## config.mk

```make
export PLATFORM = sky130hd
export DESIGN_NAME = fft_rad2_sched
export DESIGN_NICKNAME = d
export VERILOG_FILES = /design/src/rtl/fft_rad2_sched.sv
export SDC_FILE = /design/constraint.sdc
export NUM_CORES = 1
export LEC_CHECK = 0
export ABC_AREA = 0
export CORE_UTILIZATION = 55
export DETAILED_ROUTE_END_ITERATION = 8
export DONT_BUFFER_PORTS = 1
export GPL_TIMING_DRIVEN = 0
export PLACE_DENSITY_LB_ADDON = 0.2
export SLEW_MARGIN = 40
export SYNTH_ARGS = -nofsm -noshare
export SYNTH_HDL_FRONTEND = slang
export SYNTH_SLANG_ARGS = --single-unit
```

## constraint.sdc

```tcl
create_clock -name clk -period 8.7 [get_ports clk]
set_input_delay 2.175 -clock clk [delete_from_list [all_inputs] [get_ports clk]]
set_output_delay 2.175 -clock clk [all_outputs]
set_load 0.03 [all_outputs]
```

## src/rtl/fft_rad2_sched.sv

```systemverilog
// In-place radix-2 DIT stage scheduler: one butterfly read pair per cycle, write-back PIPE=1+BF_LAT cycles later.
// No backpressure: each stage drains fully before the next one reads, and start is honoured only when idle.
module fft_rad2_sched #(
  parameter int         N_LOG2 = 6,
  parameter int         BF_LAT = 2,
  parameter logic [3:0] CUT_ON = 4'd1,
  localparam int        SW     = $clog2(N_LOG2) + 1
) (
  input  logic              clk,
  input  logic              aresetn,
  input  logic              start,
  input  logic [N_LOG2-1:0] scale_mask,
  output logic              busy,
  output logic              done,
  output logic              rd_en,
  output logic [N_LOG2-1:0] rd_addr_a,
  output logic [N_LOG2-1:0] rd_addr_b,
  output logic              bf_valid,
  output logic [N_LOG2-2:0] tw_idx,
  output logic [3:0]        cut,
  output logic [SW-1:0]     stage,
  output logic              wr_en,
  output logic [N_LOG2-1:0] wr_addr_a,
  output logic [N_LOG2-1:0] wr_addr_b
);

  localparam int KW   = N_LOG2 - 1;
  localparam int PIPE = 1 + BF_LAT;
  localparam int CW   = $clog2(PIPE + 1);

  localparam logic [KW-1:0] K_LAST     = {KW{1'b1}};
  localparam logic [CW-1:0] CNT_LAST   = CW'(PIPE - 1);
  localparam logic [SW-1:0] STAGE_LAST = SW'(N_LOG2 - 1);

  localparam logic [1:0] IDLE  = 2'd0;
  localparam logic [1:0] RUN   = 2'd1;
  localparam logic [1:0] DRAIN = 2'd2;
  localparam logic [1:0] FIN   = 2'd3;

  logic [1:0]        state_q, state_d;
  logic [KW-1:0]     k_q, k_d;
  logic [SW-1:0]     stage_q, stage_d;
  logic [CW-1:0]     cnt_q, cnt_d;
  logic [N_LOG2-1:0] mask_q, mask_d;
  logic              busy_q, busy_d;
  logic              done_q, done_d;

  logic              rd_en_q, rd_en_d;
  logic [N_LOG2-1:0] rd_a_q, rd_a_d;
  logic [N_LOG2-1:0] rd_b_q, rd_b_d;
  logic [KW-1:0]     iss_tw_q, iss_tw_d;
  logic [3:0]        iss_cut_q, iss_cut_d;

  logic              bf_valid_q, bf_valid_d;
  logic [KW-1:0]     tw_q, tw_d;
  logic [3:0]        cut_q, cut_d;

  logic              pipe_en_q [PIPE];
  logic              pipe_en_d [PIPE];
  logic [N_LOG2-1:0] pipe_a_q  [PIPE];
  logic [N_LOG2-1:0] pipe_a_d  [PIPE];
  logic [N_LOG2-1:0] pipe_b_q  [PIPE];
  logic [N_LOG2-1:0] pipe_b_d  [PIPE];

  logic [N_LOG2-1:0] iss_k, iss_half, iss_low, iss_j, iss_a;
  logic [KW-1:0]     iss_tw;

  always_comb begin
    state_d = state_q;
    k_d     = k_q;
    stage_d = stage_q;
    cnt_d   = cnt_q;
    mask_d  = mask_q;
    case (state_q)
      IDLE: begin
        if (start) begin
          state_d = RUN;
          k_d     = '0;
          stage_d = '0;
          mask_d  = scale_mask;
        end
      end
      RUN: begin
        if (k_q == K_LAST) begin
          state_d = DRAIN;
          cnt_d   = '0;
        end else begin
          k_d = k_q + KW'(1);
        end
      end
      DRAIN: begin
        // Hold off the next stage until the last write-back of this one has landed.
        if (cnt_q == CNT_LAST) begin
          if (stage_q < STAGE_LAST) begin
            state_d = RUN;
            stage_d = stage_q + SW'(1);
            k_d     = '0;
          end else begin
            state_d = FIN;
          end
        end else begin
          cnt_d = cnt_q + CW'(1);
        end
      end
      FIN:     state_d = IDLE;
      default: state_d = IDLE;
    endcase
  end

  // Addresses are computed from the next-cycle k/stage so the read strobe and operands are registered together.
  always_comb begin
    iss_k    = {1'b0, k_d};
    iss_half = N_LOG2'(1) << stage_d;
    iss_low  = iss_half - N_LOG2'(1);
    iss_j    = iss_k & iss_low;
    iss_a    = ((iss_k & ~iss_low) << 1) | iss_j;
    iss_tw   = KW'(iss_j) << (STAGE_LAST - stage_d);

    rd_en_d   = (state_d == RUN);
    rd_a_d    = rd_en_d ? iss_a : '0;
    rd_b_d    = rd_en_d ? (iss_a | iss_half) : '0;
    iss_tw_d  = rd_en_d ? iss_tw : '0;
    iss_cut_d = (rd_en_d && (|(mask_d & iss_half))) ? CUT_ON : 4'd0;

    busy_d = (state_d == RUN) || (state_d == DRAIN);
    done_d = (state_d == FIN);

    bf_valid_d = rd_en_q;
    tw_d       = iss_tw_q;
    cut_d      = iss_cut_q;
  end

  always_comb begin
    pipe_en_d[0] = rd_en_q;
    pipe_a_d[0]  = rd_a_q;
    pipe_b_d[0]  = rd_b_q;
    for (int i = 1; i < PIPE; i++) begin
      pipe_en_d[i] = pipe_en_q[i-1];
      pipe_a_d[i]  = pipe_a_q[i-1];
      pipe_b_d[i]  = pipe_b_q[i-1];
    end
  end

  always_ff @(posedge clk or negedge aresetn) begin
    if (!aresetn) begin
      state_q    <= IDLE;
      k_q        <= '0;
      stage_q    <= '0;
      cnt_q      <= '0;
      mask_q     <= '0;
      busy_q     <= 1'b0;
      done_q     <= 1'b0;
      rd_en_q    <= 1'b0;
      rd_a_q     <= '0;
      rd_b_q     <= '0;
      iss_tw_q   <= '0;
      iss_cut_q  <= '0;
      bf_valid_q <= 1'b0;
      tw_q       <= '0;
      cut_q      <= '0;
      for (int i = 0; i < PIPE; i++) begin
        pipe_en_q[i] <= 1'b0;
        pipe_a_q[i]  <= '0;
        pipe_b_q[i]  <= '0;
      end
    end else begin
      state_q    <= state_d;
      k_q        <= k_d;
      stage_q    <= stage_d;
      cnt_q      <= cnt_d;
      mask_q     <= mask_d;
      busy_q     <= busy_d;
      done_q     <= done_d;
      rd_en_q    <= rd_en_d;
      rd_a_q     <= rd_a_d;
      rd_b_q     <= rd_b_d;
      iss_tw_q   <= iss_tw_d;
      iss_cut_q  <= iss_cut_d;
      bf_valid_q <= bf_valid_d;
      tw_q       <= tw_d;
      cut_q      <= cut_d;
      for (int i = 0; i < PIPE; i++) begin
        pipe_en_q[i] <= pipe_en_d[i];
        pipe_a_q[i]  <= pipe_a_d[i];
        pipe_b_q[i]  <= pipe_b_d[i];
      end
    end
  end

  assign busy      = busy_q;
  assign done      = done_q;
  assign rd_en     = rd_en_q;
  assign rd_addr_a = rd_a_q;
  assign rd_addr_b = rd_b_q;
  assign bf_valid  = bf_valid_q;
  assign tw_idx    = tw_q;
  assign cut       = cut_q;
  assign stage     = stage_q;
  assign wr_en     = pipe_en_q[PIPE-1];
  assign wr_addr_a = pipe_a_q[PIPE-1];
  assign wr_addr_b = pipe_b_q[PIPE-1];

endmodule

```

After elaboration in Yosys (flattened, before gate mapping)

Cells that the tools add are included.

Add/sub/neg operators: 5
Multiply operators: 0
Div/mod/pow operators: 0
Magnitude comparators: 1
Equality and inequality tests: 10
Shift operators: 2
Mux-type cells: 23
Bitwise gates (word level): 6
Reduce and logical (&&, ||, !) cells: 6

Operator list:

| cell                                                | number |
|---|---|
| 2-to-1 mux 5 bit                                    | 5 |
| 2-to-1 mux 6 bit                                    | 4 |
| one-hot mux 5 bit (3 select lines)                  | 1 |
| 2-to-1 mux 2 bit                                    | 6 |
| 2-to-1 mux 4 bit                                    | 3 |
| bitwise OR 6 bit                                    | 2 |
| == test 2 bit (second input constant)               | 5 |
| one-hot mux 2 bit (4 select lines)                  | 1 |
| one-hot mux 4 bit (2 select lines)                  | 1 |
| AND 5 x 6 -> 6 bit                                  | 1 |
| AND 6 bit                                           | 1 |
| OR reduction 6 bit                                  | 1 |
| << shifter 1 x 4 -> 6 bit (first input constant)    | 1 |
| subtractor 6 x 1 -> 6 bit (second input constant)   | 1 |
| adder 5 x 1 -> 5 bit (second input constant)        | 1 |
| AND 5 bit                                           | 1 |
| == test 5 bit (second input constant)               | 1 |
| inverter 5 bit                                      | 1 |
| << shifter 5 x 4 -> 5 bit                           | 1 |
| adder 4 x 1 -> 4 bit (second input constant)        | 1 |
| == test 2 x 1 -> 1 bit (second input constant)      | 2 |
| < comparator 4 x 3 -> 1 bit (second input constant) | 1 |
| != test 2 bit (second input constant)               | 2 |
| one-hot mux 2 bit (2 select lines)                  | 1 |
| 8 further kinds                                     | 8 |

Register bits: 85
Latch bits: 0
RAM bits: 0
Memory bits (read-only): 0
Bits of input ports: 9
Logic and storage cells: 76
Memories: 0

Longest topological paths before layout

Gate-level depths: netlist (run 1).

Depth in word-level cells: 11
Mapped depth: 15

Worst setup path after synthesis (run 1)

OpenSTA, ideal clock, no wires.

Kind: input-to-reg
Start: in start
End: reg rd_b_q[3] (netlist: rd_addr_b[3])
Library setup time: 0.127 ns
Arrival time: 4.083 ns
Required time: 8.573 ns
Setup slack: 4.490 ns
Stages on the path: 11
Buffers on the path: 1
Cell sequence: nor3b_4 a31oi_2 a22oi_4 inv_2 nor2_4 nand2_1 ha_1 buf_2 or3_1 nand3_1 a31oi_1

Word-level cells in the longest chain between the ends: 9

RTL lines:

| item                               | RTL line | source |
|---|---|---|
| start, declared                    | 11       | `input logic start,` |
| 2-to-1 mux 4 bit                   | 76       | `if (start) begin` |
| one-hot mux 4 bit (2 select lines) | 74       | `case (state_q)` |
| << shifter 1 x 4 -> 6 bit          | 113      | `iss_half = N_LOG2'(1) << stage_d;` |
| subtractor 6 x 1 -> 6 bit          | 114      | `iss_low = iss_half - N_LOG2'(1);` |
| inverter 5 bit                     | 116      | `iss_a = ((iss_k & ~iss_low) << 1) \| iss_j;` |
| AND 5 bit                          | 116      |  |
| bitwise OR 6 bit                   | 116      |  |
| bitwise OR 6 bit                   | 121      | `rd_b_d = rd_en_d ? (iss_a \| iss_half) : '0;` |
| 2-to-1 mux 6 bit *                 | 121      |  |
| via rd_b_d[3]                      | 50       | `logic [N_LOG2-1:0] rd_b_q, rd_b_d;` |
| end signal, assigned               | 176      | `rd_b_q <= rd_b_d;` |
| end, declared                      | 50       |  |

The timed path passes the listed nets; every way through them passes the cells marked *.
A chain may end at the register's enable or synchronous reset.

Worst setup path after layout (run 1)

Ends and elaborated chain as after synthesis.

==> metrics.cfg, run 1 <==
[run_status]
status=complete, no violations

[floorplanning]
die-height_um=81.0
boundaryPins=51
starting_density_of_the_core=0.576
die_w_um=81.0
rows=28
design.die.area_um2=6560
core_region_area_um2=5960

[route]
drtAntennaViolNets=0
via_per_inst=5.56
finalWirelength_um=6020
drt_initial_violations=107
drt_pre_antenna_iters=5
num_vias=2045
route.detailed.wl_per_inst_um=16.4
drc_errors=0

[yosys]
synthesis.area_per_instance_um2=12.5
ys_top_cells_by_count=sky130_fd_sc_hd__dfrtp_1 (85), sky130_fd_sc_hd__nand2_1 (35), sky130_fd_sc_hd__buf_4 (16)
yosys.cell_types.count=63
most_frequent_cell_after_synthesis=sky130_fd_sc_hd__dfrtp_1
synth_cells=275
sequential_element_share_of_the_synthesized_area=0.620
postSynthRegisterBits=85
number_of_warning_messages_in_the_yosys_log=0
post-synth-top-area-fraction=0.620
dominant_register_cell_in_the_synthesized_netlist=sky130_fd_sc_hd__dfrtp_1
synth_edf_count=0
synth-async-reset-ratio=1.00
yosys-top-cells-area=sky130_fd_sc_hd__dfrtp_1 (62%), sky130_fd_sc_hd__nand2_1 (3.8%), sky130_fd_sc_hd__buf_4 (3.5%), sky130_fd_sc_hd__ha_1 (2.9%), sky130_fd_sc_hd__a21oi_1 (1.7%)
synth_top_area_cell=sky130_fd_sc_hd__dfrtp_1
mappedNetlistArea_um2=3430

[clocking]
clock-sinks=85
clock_tree_from_tritoncts=done
cts_max_path_buffers=2
cell_chosen_for_the_clock_root=sky130_fd_sc_hd__clkbuf_8
cts_resized=0
clk-insertion-delay-late_ns=0.36
cts_hold_repair.buffers=0
number_of_buffers_created_by_cts=9
cts.reportedPaths.clkPinSlew_ns=0.09
post_cts_setup_repair_buffer_count=0
h_tree_level_count=3

[critical_path]
cp_slowest_cell=sky130_fd_sc_hd__nor3b_4
worstPathRequired_ns=8.94
worst_path_dominant_cell_family=simple AND/OR/NAND/NOR gates
crit_path_start_kind=input pin
setup.worst_path.class=in -> reg
reg2reg_setup_slack_ns=5.02
cp_num_buf_inv=2
timing.critical_path.cells=nor3b_4 > a31oi_2 > a22oi_4 > inv_2 > nor2_4 > nand2_1 > ha_1 > buf_2 > or3_1 > nand3_1 > a31oi_1
worst-endpoint-arrival_ns=4.45
worst_path_maximum_fanout=10
setup.worst_path.end_class=register
critical-path-max-stage-delay_ns=0.41

[sta]
highest_clock_rate_ghz=0.237
final_hold_viol_count=0
postLayoutSetupSlackWorst_ns=4.49
worst-slew-pin-transition_ns=0.532
max-slew-margin-rel=0.643
min_period_over_period=0.484
clock-skew-final_ns=0.0145
finalCriticalPeriod_ns=4.21
rsz0062_at_grt=false
finalSetupTns_ns=0
finalSetupViolations=0
slew_viol_final=0

[place]
dp_hpwl_um=4010
pre_cts_slack_ns=4.14
place.gp.congestion=0.889
place_area_um2=3530
io_buffer_count=0

[power]
post-layout-total-power_mw=1.32
p_per_area_nw_per_um2=353
static_leakage_nw=1.76
ir_drop_v=0.000184

[global_route]
grt_pass1_vias=1993
grt_max_degree=86
grt_overflow=0
track_usage=0.208
grt_pass1_wl_um=9870
number_of_antenna_violations_at_the_first_check_in_global_routing=0

[flow_run]
maxCapViolCount=0

[finish]
final-seq-area_um2=2130
stdcell_area_um2=3740
n_fill_cell=468
post-route-util=0.628
diodes=0
nets=305
multi_input_comb_area_um2=1100
syn2layout_area_growth_pct=8.93
layout-drive-gt1-share=0.191

[min_path]
min_path_type=reg -> reg

==> layout make-up <==
cell class                      instances  area share
Clock inverter                          7      0.0218
Buffer                                 21      0.0418
Inverter                               14      0.0141
Tap cell                               75      0.0251
Multi-Input combinational cell        157       0.295
Sequential cell                        85       0.569
Clock buffer                            9      0.0331
==> through the flow <==
step	hold WS, ns	instances
finish	0.354	368
global route	0.360	368
CTS	0.356	368
detailed placement	0.335	352
global placement	0.332	352
floorplan	0.331	277
==> power breakdown <==
part	switching [mW]	total, mW	internal (mW)
logic	0.226	0.371	0.144
clock network	0.148	0.284	0.137
registers	0.134	0.665	0.531
==> worst register-to-register path: stages, from the launching register on <==
cell                       delay, ns
sky130_fd_sc_hd__dfrtp_1        0.55
sky130_fd_sc_hd__buf_2          0.28
sky130_fd_sc_hd__inv_1          0.16
sky130_fd_sc_hd__ha_1           0.26
sky130_fd_sc_hd__nand2b_2       0.24
sky130_fd_sc_hd__and3_1         0.21
sky130_fd_sc_hd__buf_6          0.14
sky130_fd_sc_hd__a22oi_4        0.29
sky130_fd_sc_hd__inv_2          0.14
sky130_fd_sc_hd__nor2_4         0.22
sky130_fd_sc_hd__nand2_1        0.11
sky130_fd_sc_hd__ha_1           0.19
sky130_fd_sc_hd__buf_2          0.17
sky130_fd_sc_hd__or3_1          0.41
sky130_fd_sc_hd__nand3_1        0.11
sky130_fd_sc_hd__a31oi_1        0.08
==> routing by layer <==
| metal | global-route usage | wire [um] | vias up |
|---|---|---|---|
| met2 | 0.307 | 2750 | 66 |
| met3 | 0.0719 | 373 | 12 |
| met1 | 0.280 | 2780 | 992 |
| met4 | 0.0857 | 119 | 0 |
| met5 | 0 | 0 | - |
| li1 | - | - | 975 |
==> placed cells by master (no fill, tap or decap), drive strengths merged, types with 2 or more instances in the layout <==
cell and instances:
a2bb2oi 2, a41oi 2, dfrtp 85, clkbuf 10
and3 3, xnor2 2, o21ai 5, nor3 2
ha 8, a31oi 7, nand2 35, nor2 14
nor2b 2, nand2b 3, buf 20, a311oi 2
o22ai 4, nand4 3, nand3b 4, a32o 4
clkinvlp 3, mux2i 3, nand3 12, a211oi 3
a21oi 13, conb 3, inv 16
==> sequential cells by signal (all words and copies together), names as in the netlist, 4 cells and up <==
signal / cells
wr_addr_a: 6
mask_q: 6
rd_addr_b: 6
rd_addr_a: 6
stage: 4
k_q: 5
pipe_a_d: 12
iss_tw_q: 5
pipe_b_d: 12
tw_idx: 5
wr_addr_b: 6
==> path summary, 6_finish.rpt <==
check | from | to | cells after the start
setup / recovery | start | rd_addr_b[3]$_DFF_PN0_ | 11
hold / removal | pipe_b_d[8]$_DFF_PN0_ | pipe_b_d[2]$_DFF_PN0_ | 0
setup reg to reg | stage[0]$_DFF_PN0_ | rd_addr_b[3]$_DFF_PN0_ | 15
hold reg to reg | pipe_b_d[8]$_DFF_PN0_ | pipe_b_d[2]$_DFF_PN0_ | 0
max in group asynchronous | aresetn | tw_idx[0]$_DFF_PN0_ | 0
min in group asynchronous | aresetn | busy$_DFF_PN0_ | 0
==> cells by family after synthesis <==
family,synth area share
and+or+nand+nor,0.136
DFF,0.620
AOI/OAI and AO/OA,0.133
buffers and inverters,0.0609
adders and majority gates,0.0292
muxes,0.0157
xor gates and xnor gates,0.00510
other,0.00109
(Power assumes the default switching activity.)
==> run 2, diff against run 1 <==
ABC_AREA = 1   (was 0)
clock period = 4.3 ns   (was 8.7 ns; I/O delays follow)
==> run 2 against run 1 <==
Net effect:
- die area shrank 3.7%
- first-iteration DRC count decreased by 50%
- synthesized cell count up 13%
- flip-flop and latch count unchanged
- count of clock-buffer cells in the layout rose by 2
- total power grew 110%
- via count fell by 4.4%
- clock skew is 0.0078 ns lower
- wire length down 7.6%
- register-to-register slack worse by 3.8 ns
- clock power up 120%
- worst hold slack got worse by 0.0066 ns
- largest cell class unchanged
==> metrics.cfg, run 2 <==
[sta]
finalCriticalPeriod_ns=3.07
final_hold_viol_count=0
min_period_over_period=0.714
finalSetupViolations=0
highest_clock_rate_ghz=0.326
rsz0062_at_grt=false
slew_viol_final=0
finalSetupTns_ns=0
clock-skew-final_ns=0.00679

[route]
wirelength_met1_um=2680
drc_errors=0
via_per_inst=4.88
drt_initial_violations=53
finalWirelength_um=5570
num_vias=1956
top_layer=met4
route.detailed.wl_per_inst_um=13.9
drt_pre_antenna_iters=4
drtAntennaViolNets=0
wl_met3_um=195
wl_met2_um=2570

[global_route]
track_usage=0.203
grt_max_degree=86
number_of_antenna_violations_at_the_first_check_in_global_routing=0
grt_overflow=0
grt_pass1_vias=1978
grt_pass1_wl_um=9450

[finish]
finalNonFillerCells=401
nets=341
layout-drive-gt1-share=0.182
diodes=0
final_common_cell=sky130_fd_sc_hd__dfrtp_1
syn2layout_area_growth_pct=9.74
layout_common_cells=sky130_fd_sc_hd__dfrtp_1 (85), sky130_fd_sc_hd__nand2_1 (80), sky130_fd_sc_hd__inv_1 (29), sky130_fd_sc_hd__nor2_1 (19), sky130_fd_sc_hd__nand3_1 (17)

[yosys]
post-synth-top-area-fraction=0.644
most_frequent_cell_after_synthesis=sky130_fd_sc_hd__dfrtp_1
synthesis.area_per_instance_um2=10.6
dominant_register_cell_in_the_synthesized_netlist=sky130_fd_sc_hd__dfrtp_1
sequential_element_share_of_the_synthesized_area=0.644
yosys.cell_types.count=29
synth-async-reset-ratio=1.00
synth_edf_count=0
number_of_warning_messages_in_the_yosys_log=0
ys_top_cells_by_count=sky130_fd_sc_hd__dfrtp_1 (85), sky130_fd_sc_hd__nand2_1 (80), sky130_fd_sc_hd__inv_1 (29), sky130_fd_sc_hd__nor2_1 (19), sky130_fd_sc_hd__nand3_1 (17)
synth_top_area_cell=sky130_fd_sc_hd__dfrtp_1
synth_cells=311
postSynthRegisterBits=85
yosys-top-cells-area=sky130_fd_sc_hd__dfrtp_1 (64%), sky130_fd_sc_hd__nand2_1 (9.1%), sky130_fd_sc_hd__buf_4 (3.4%), sky130_fd_sc_hd__inv_1 (3.3%), sky130_fd_sc_hd__ha_1 (3.0%)
mappedNetlistArea_um2=3300

[min_path]
worstHoldStart=pipe_b_d[5]$_DFF_PN0_
min_path_type=reg -> reg
hold_ep=wr_addr_b[5]$_DFF_PN0_
hold-path-cell-count=0

[clocking]
post_cts_setup_repair_buffer_count=0
number_of_buffers_created_by_cts=9
cts.reportedPaths.clkPinSlew_ns=0.08
h_tree_level_count=3
clock_tree_from_tritoncts=done
cell_chosen_for_the_clock_root=sky130_fd_sc_hd__clkbuf_8
clock-sinks=85
clk-insertion-delay-late_ns=0.33
cts_hold_repair.buffers=0
cts_resized=0
cts_max_path_buffers=2

[power]
post-layout-total-power_mw=2.83
ir_drop_v=0.000365
static_leakage_nw=1.88
p_per_area_nw_per_um2=780

[place]
post-place-cells=385
place.gp.congestion=0.890
io_buffer_count=0
dp_hpwl_um=3960

[floorplanning]
design.die.area_um2=6310
starting_density_of_the_core=0.585
die-height_um=79.5
die_w_um=79.5
rows=27
boundaryPins=51
core_region_area_um2=5640

[flow_run]
maxCapViolCount=0

[run_status]
status=complete, no violations

[critical_path]
worstPathRequired_ns=4.55
crit-reg2reg-launch=stage[0]$_DFF_PN0_
setup.worst_path.class=reg -> reg
crit_path_start_kind=register
reg2reg_setup_slack_ns=1.23
setup.worst_path.end_class=register
worst_path_maximum_fanout=5
worst-endpoint-arrival_ns=3.32
crit-reg2reg-capture=iss_tw_q[4]$_DFF_PN0_
r2r_cells=18

run 2: per-stage QoR:
step	hold WS, ns	setup slack [ns]	utilization	instance area, um2
after floorplan	0.331	1.68	-	3310
after global placement	0.332	1.26	0.602	3400
after detailed placement	0.335	1.31	0.602	3400
after CTS	0.353	1.25	0.642	3620
after global routing	0.357	0.934	0.642	3620
final	0.347	1.23	0.642	3620
run 2: worst max-delay path, cell delays in order, from the launching register on:
cell	delay (ns)
sky130_fd_sc_hd__dfrtp_1	0.61
sky130_fd_sc_hd__inv_1	0.18
sky130_fd_sc_hd__ha_1	0.23
sky130_fd_sc_hd__inv_1	0.05
sky130_fd_sc_hd__nand2_1	0.10
sky130_fd_sc_hd__nand3_2	0.14
sky130_fd_sc_hd__nand2_2	0.08
sky130_fd_sc_hd__o21ai_2	0.26
sky130_fd_sc_hd__nand2_1	0.21
sky130_fd_sc_hd__nor2_1	0.17
sky130_fd_sc_hd__inv_1	0.07
sky130_fd_sc_hd__ha_1	0.34
sky130_fd_sc_hd__inv_1	0.08
sky130_fd_sc_hd__nand3_1	0.10
sky130_fd_sc_hd__nand3_1	0.09
sky130_fd_sc_hd__nand2_1	0.05
sky130_fd_sc_hd__inv_1	0.05
sky130_fd_sc_hd__nand2_1	0.05
sky130_fd_sc_hd__a21oi_1	0.13
run 2: worst max-delay path by stage:
stage / startpoint / endpoint / slack [ns] / cells past startpoint
2_1_floorplan: start / iss_tw_q[4]$_DFF_PN0_ / 1.68 / 14
3_3_place_gp: stage[0]$_DFF_PN0_ / iss_tw_q[4]$_DFF_PN0_ / 1.26 / 18
3_5_place_dp: stage[0]$_DFF_PN0_ / iss_tw_q[4]$_DFF_PN0_ / 1.31 / 18
4_1_cts: stage[0]$_DFF_PN0_ / iss_tw_q[4]$_DFF_PN0_ / 1.25 / 18
5_1_grt: stage[0]$_DFF_PN0_ / iss_tw_q[4]$_DFF_PN0_ / 0.93 / 18
6_report: stage[0]$_DFF_PN0_ / iss_tw_q[4]$_DFF_PN0_ / 1.23 / 18
run 2: cells by family after synthesis:
group                      share of synthesized area
buffers and inverters                         0.0758
DFF                                            0.644
adders and majority gates                     0.0303
AOI/OAI and AO/OA                             0.0512
and+or+nand+nor                                0.194
xor gates and xnor gates                     0.00265
other                                        0.00114
run 2: per-layer routing:
metal / track usage / vias up
met5: 0 / -
met4: 0.105 / 0
met3: 0.0446 / 11
met2: 0.306 / 49
met1: 0.277 / 900
li1: - / 996
run 2: area by class of cell:
| type | count | area [um2] |
|---|---|---|
| clock inverters | 5 | 82.6 |
| flip-flops and latches | 85 | 2130 |
| fillers | 460 | 2020 |
| multi-input cells | 178 | 931 |
| inverters | 34 | 134 |
| plain buffers | 16 | 116 |
| clock buffers | 11 | 141 |
| well taps | 72 | 90.1 |
run 2: report_power, final:
| group | switching, mW | total [mW] | internal (mW) |
|---|---|---|---|
| registers | 0.294 | 1.39 | 1.09 |
| clock network | 0.267 | 0.612 | 0.346 |
| logic | 0.558 | 0.827 | 0.269 |
==> run 3, diff against run 2 <==
clock period = 2.54 ns   (was 4.3 ns; I/O delays follow)
==> run 3 against run 2 <==
Net effect:
- the flow now finishes with violations (negative hold slack)
- global-route usage is 0.21 points higher
- clock skew is 0.0017 ns higher
- setup slack worse by 1.1 ns
- worst hold slack worse by 0.38 ns
- die area stayed put
- sequential share of layout area is 4.4 points lower
- largest cell class unchanged
==> metrics.cfg, run 3 (synthesis results as in run 2) <==
[power]
static_leakage_nw=1.99
combPwrFrac=0.325
power_frac_seq=0.466
share_clk_of_total_power=0.209
p_per_area_nw_per_um2=1290
switching_share=0.398
intPower_mw=3.03
power.net_switching_mw=2.01
ir_drop_v=0.000599

[critical_path]
crit-reg2reg-capture=iss_tw_q[4]$_DFF_PN0_
crit_path_start_kind=register
worst_path_maximum_fanout=5
worst-endpoint-arrival_ns=2.69
r2r_cells=19
setup.worst_path.class=reg -> reg
crit-reg2reg-launch=stage[0]$_DFF_PN0_
reg2reg_setup_slack_ns=0.12
setup.worst_path.end_class=register
worstPathRequired_ns=2.81

[global_route]
grt_pass1_wl_um=9600
grt_util_met3=0.0469
grt_overflow=0
grt_pass1_vias=2019
grt.met1_usage=0.274
number_of_antenna_violations_at_the_first_check_in_global_routing=0
grt_max_degree=86
grt_util_met2=0.307
global_route.peak_usage_layer=met2
track_usage=0.206

[finish]
finalNonFillerCells=420
nets=360
final_common_cell=sky130_fd_sc_hd__dfrtp_1
syn2layout_area_growth_pct=18.7
layout-drive-gt1-share=0.313
layout_common_cells=sky130_fd_sc_hd__dfrtp_1 (83), sky130_fd_sc_hd__nand2_1 (69), sky130_fd_sc_hd__buf_4 (33), sky130_fd_sc_hd__inv_1 (23), sky130_fd_sc_hd__nor2_1 (17)
stdcell_area_um2=3920
diodes=0
n_fill_cell=394

[sta]
finalSetupViolations=0
min_period_over_period=0.954
fin_worst_hold_slack_ns=-0.0305
slew_viol_final=0
highest_clock_rate_ghz=0.412
clock-skew-final_ns=0.00844
finalSetupTns_ns=0
final_hold_viol_count=85
finalCriticalPeriod_ns=2.42
postLayoutSetupSlackWorst_ns=0.116

[run_status]
failed_checks=negative hold slack
status=finished with violations

[clocking]
number_of_buffers_created_by_cts=9
clk-insertion-delay-late_ns=0.35
cts.reportedPaths.clkPinSlew_ns=0.09
clock-sinks=85
h_tree_level_count=3
cts_max_path_buffers=2
clock_tree_from_tritoncts=done
cell_chosen_for_the_clock_root=sky130_fd_sc_hd__clkbuf_8

[place]
post-place-cells=385
dp_hpwl_um=3880
pre_cts_slack_ns=-0.365
place_area_um2=3400
io_buffer_count=0
place.gp.congestion=0.894

[floorplanning]
die_w_um=79.5
die-height_um=79.5
starting_density_of_the_core=0.585
core_region_area_um2=5640
design.die.area_um2=6310
boundaryPins=51
rows=27

[route]
finalWirelength_um=5790
drc_errors=0
num_vias=2097
drt_pre_antenna_iters=4
route.detailed.wl_per_inst_um=13.8
drtAntennaViolNets=0
drt_initial_violations=47
via_per_inst=4.99

[flow_run]
maxCapViolCount=0

[min_path]
min_path_type=in -> async

run 3: changes by cell type in the layout (fill, tap and decap cells not counted), sizes merged:
cell	delta
inv	+1
clkbuf	-1
buf	+19
clkinv	-2
clkinvlp	+2
run 3: metrics by stage:
stage	utilization	power, mW
after floorplan	-	3.45
after global placement	0.603	3.72
after detailed placement	0.603	3.76
after CTS	0.657	4.90
after global routing	0.694	5.37
final	0.694	5.04
run 3: worst max-delay path, stage by stage, from the launching register on:
cell                      delay [ns]
sky130_fd_sc_hd__dfrtp_2        0.53
sky130_fd_sc_hd__inv_4          0.05
sky130_fd_sc_hd__ha_1           0.21
sky130_fd_sc_hd__inv_2          0.07
sky130_fd_sc_hd__nand2_4        0.08
sky130_fd_sc_hd__nand2_4        0.11
sky130_fd_sc_hd__nor2_4         0.04
sky130_fd_sc_hd__nand2_2        0.07
sky130_fd_sc_hd__o21ai_4        0.08
sky130_fd_sc_hd__buf_6          0.13
sky130_fd_sc_hd__nor2_4         0.15
sky130_fd_sc_hd__nand2_4        0.09
sky130_fd_sc_hd__ha_4           0.23
sky130_fd_sc_hd__inv_2          0.06
sky130_fd_sc_hd__nand3_2        0.09
sky130_fd_sc_hd__nand3_2        0.08
sky130_fd_sc_hd__nand2_1        0.05
sky130_fd_sc_hd__inv_1          0.05
sky130_fd_sc_hd__nand2_1        0.06
sky130_fd_sc_hd__a21oi_2        0.13
run 3: how the worst max path moves through the flow:
stage                       startpoint                    end  slack [ns]  depth (start not counted)
floorplan           stage[1]$_DFF_PN0_  iss_tw_q[4]$_DFF_PN0_        0.07                         18
global placement    stage[1]$_DFF_PN0_  iss_tw_q[4]$_DFF_PN0_       -0.37                         18
detailed placement  stage[1]$_DFF_PN0_  iss_tw_q[4]$_DFF_PN0_       -0.37                         18
CTS                 stage[0]$_DFF_PN0_  iss_tw_q[4]$_DFF_PN0_        0.02                         18
global route        stage[0]$_DFF_PN0_  iss_tw_q[4]$_DFF_PN0_       -0.01                         19
finish              stage[0]$_DFF_PN0_  iss_tw_q[4]$_DFF_PN0_        0.12                         19
run 3: per-layer routing:
layer  share of wire  vias to the layer above  wire length, um
met5               0                        -                0
met4           0.017                        0              101
li1                -                     1035                -
met3           0.041                        9              240
met2            0.48                       55             2760
met1            0.46                      998             2690
run 3: power groups by stage:
stage	sequential (mW)	clock, mW	combinational, mW
after floorplan	2.31	0	1.14
after global placement	2.35	0	1.37
after detailed placement	2.38	0	1.38
after CTS	2.35	1.08	1.47
after global routing	2.41	1.14	1.82
final	2.35	1.05	1.64
run 3: cell type report:
cell class                 instances  area, um2  share of cell area
sequential                        85       2130               0.544
multi-input combinational        178       1070               0.273
timing repair buffer              19        146              0.0374
inverter                          34        141              0.0361
clock buffer                      10        128              0.0326
buffer                            16        118              0.0300
clock inverter                     6       95.1              0.0243
tap                               72       90.1              0.0230
run 3: what timing repair did:
action	4_1_cts	5_1_grt
pin swaps	3	11
endpoints found under the hold margin	85	85
setup buffers	3	16
endpoints found under the setup margin	17	18
cloned	0	0
gates resized for setup	19	26
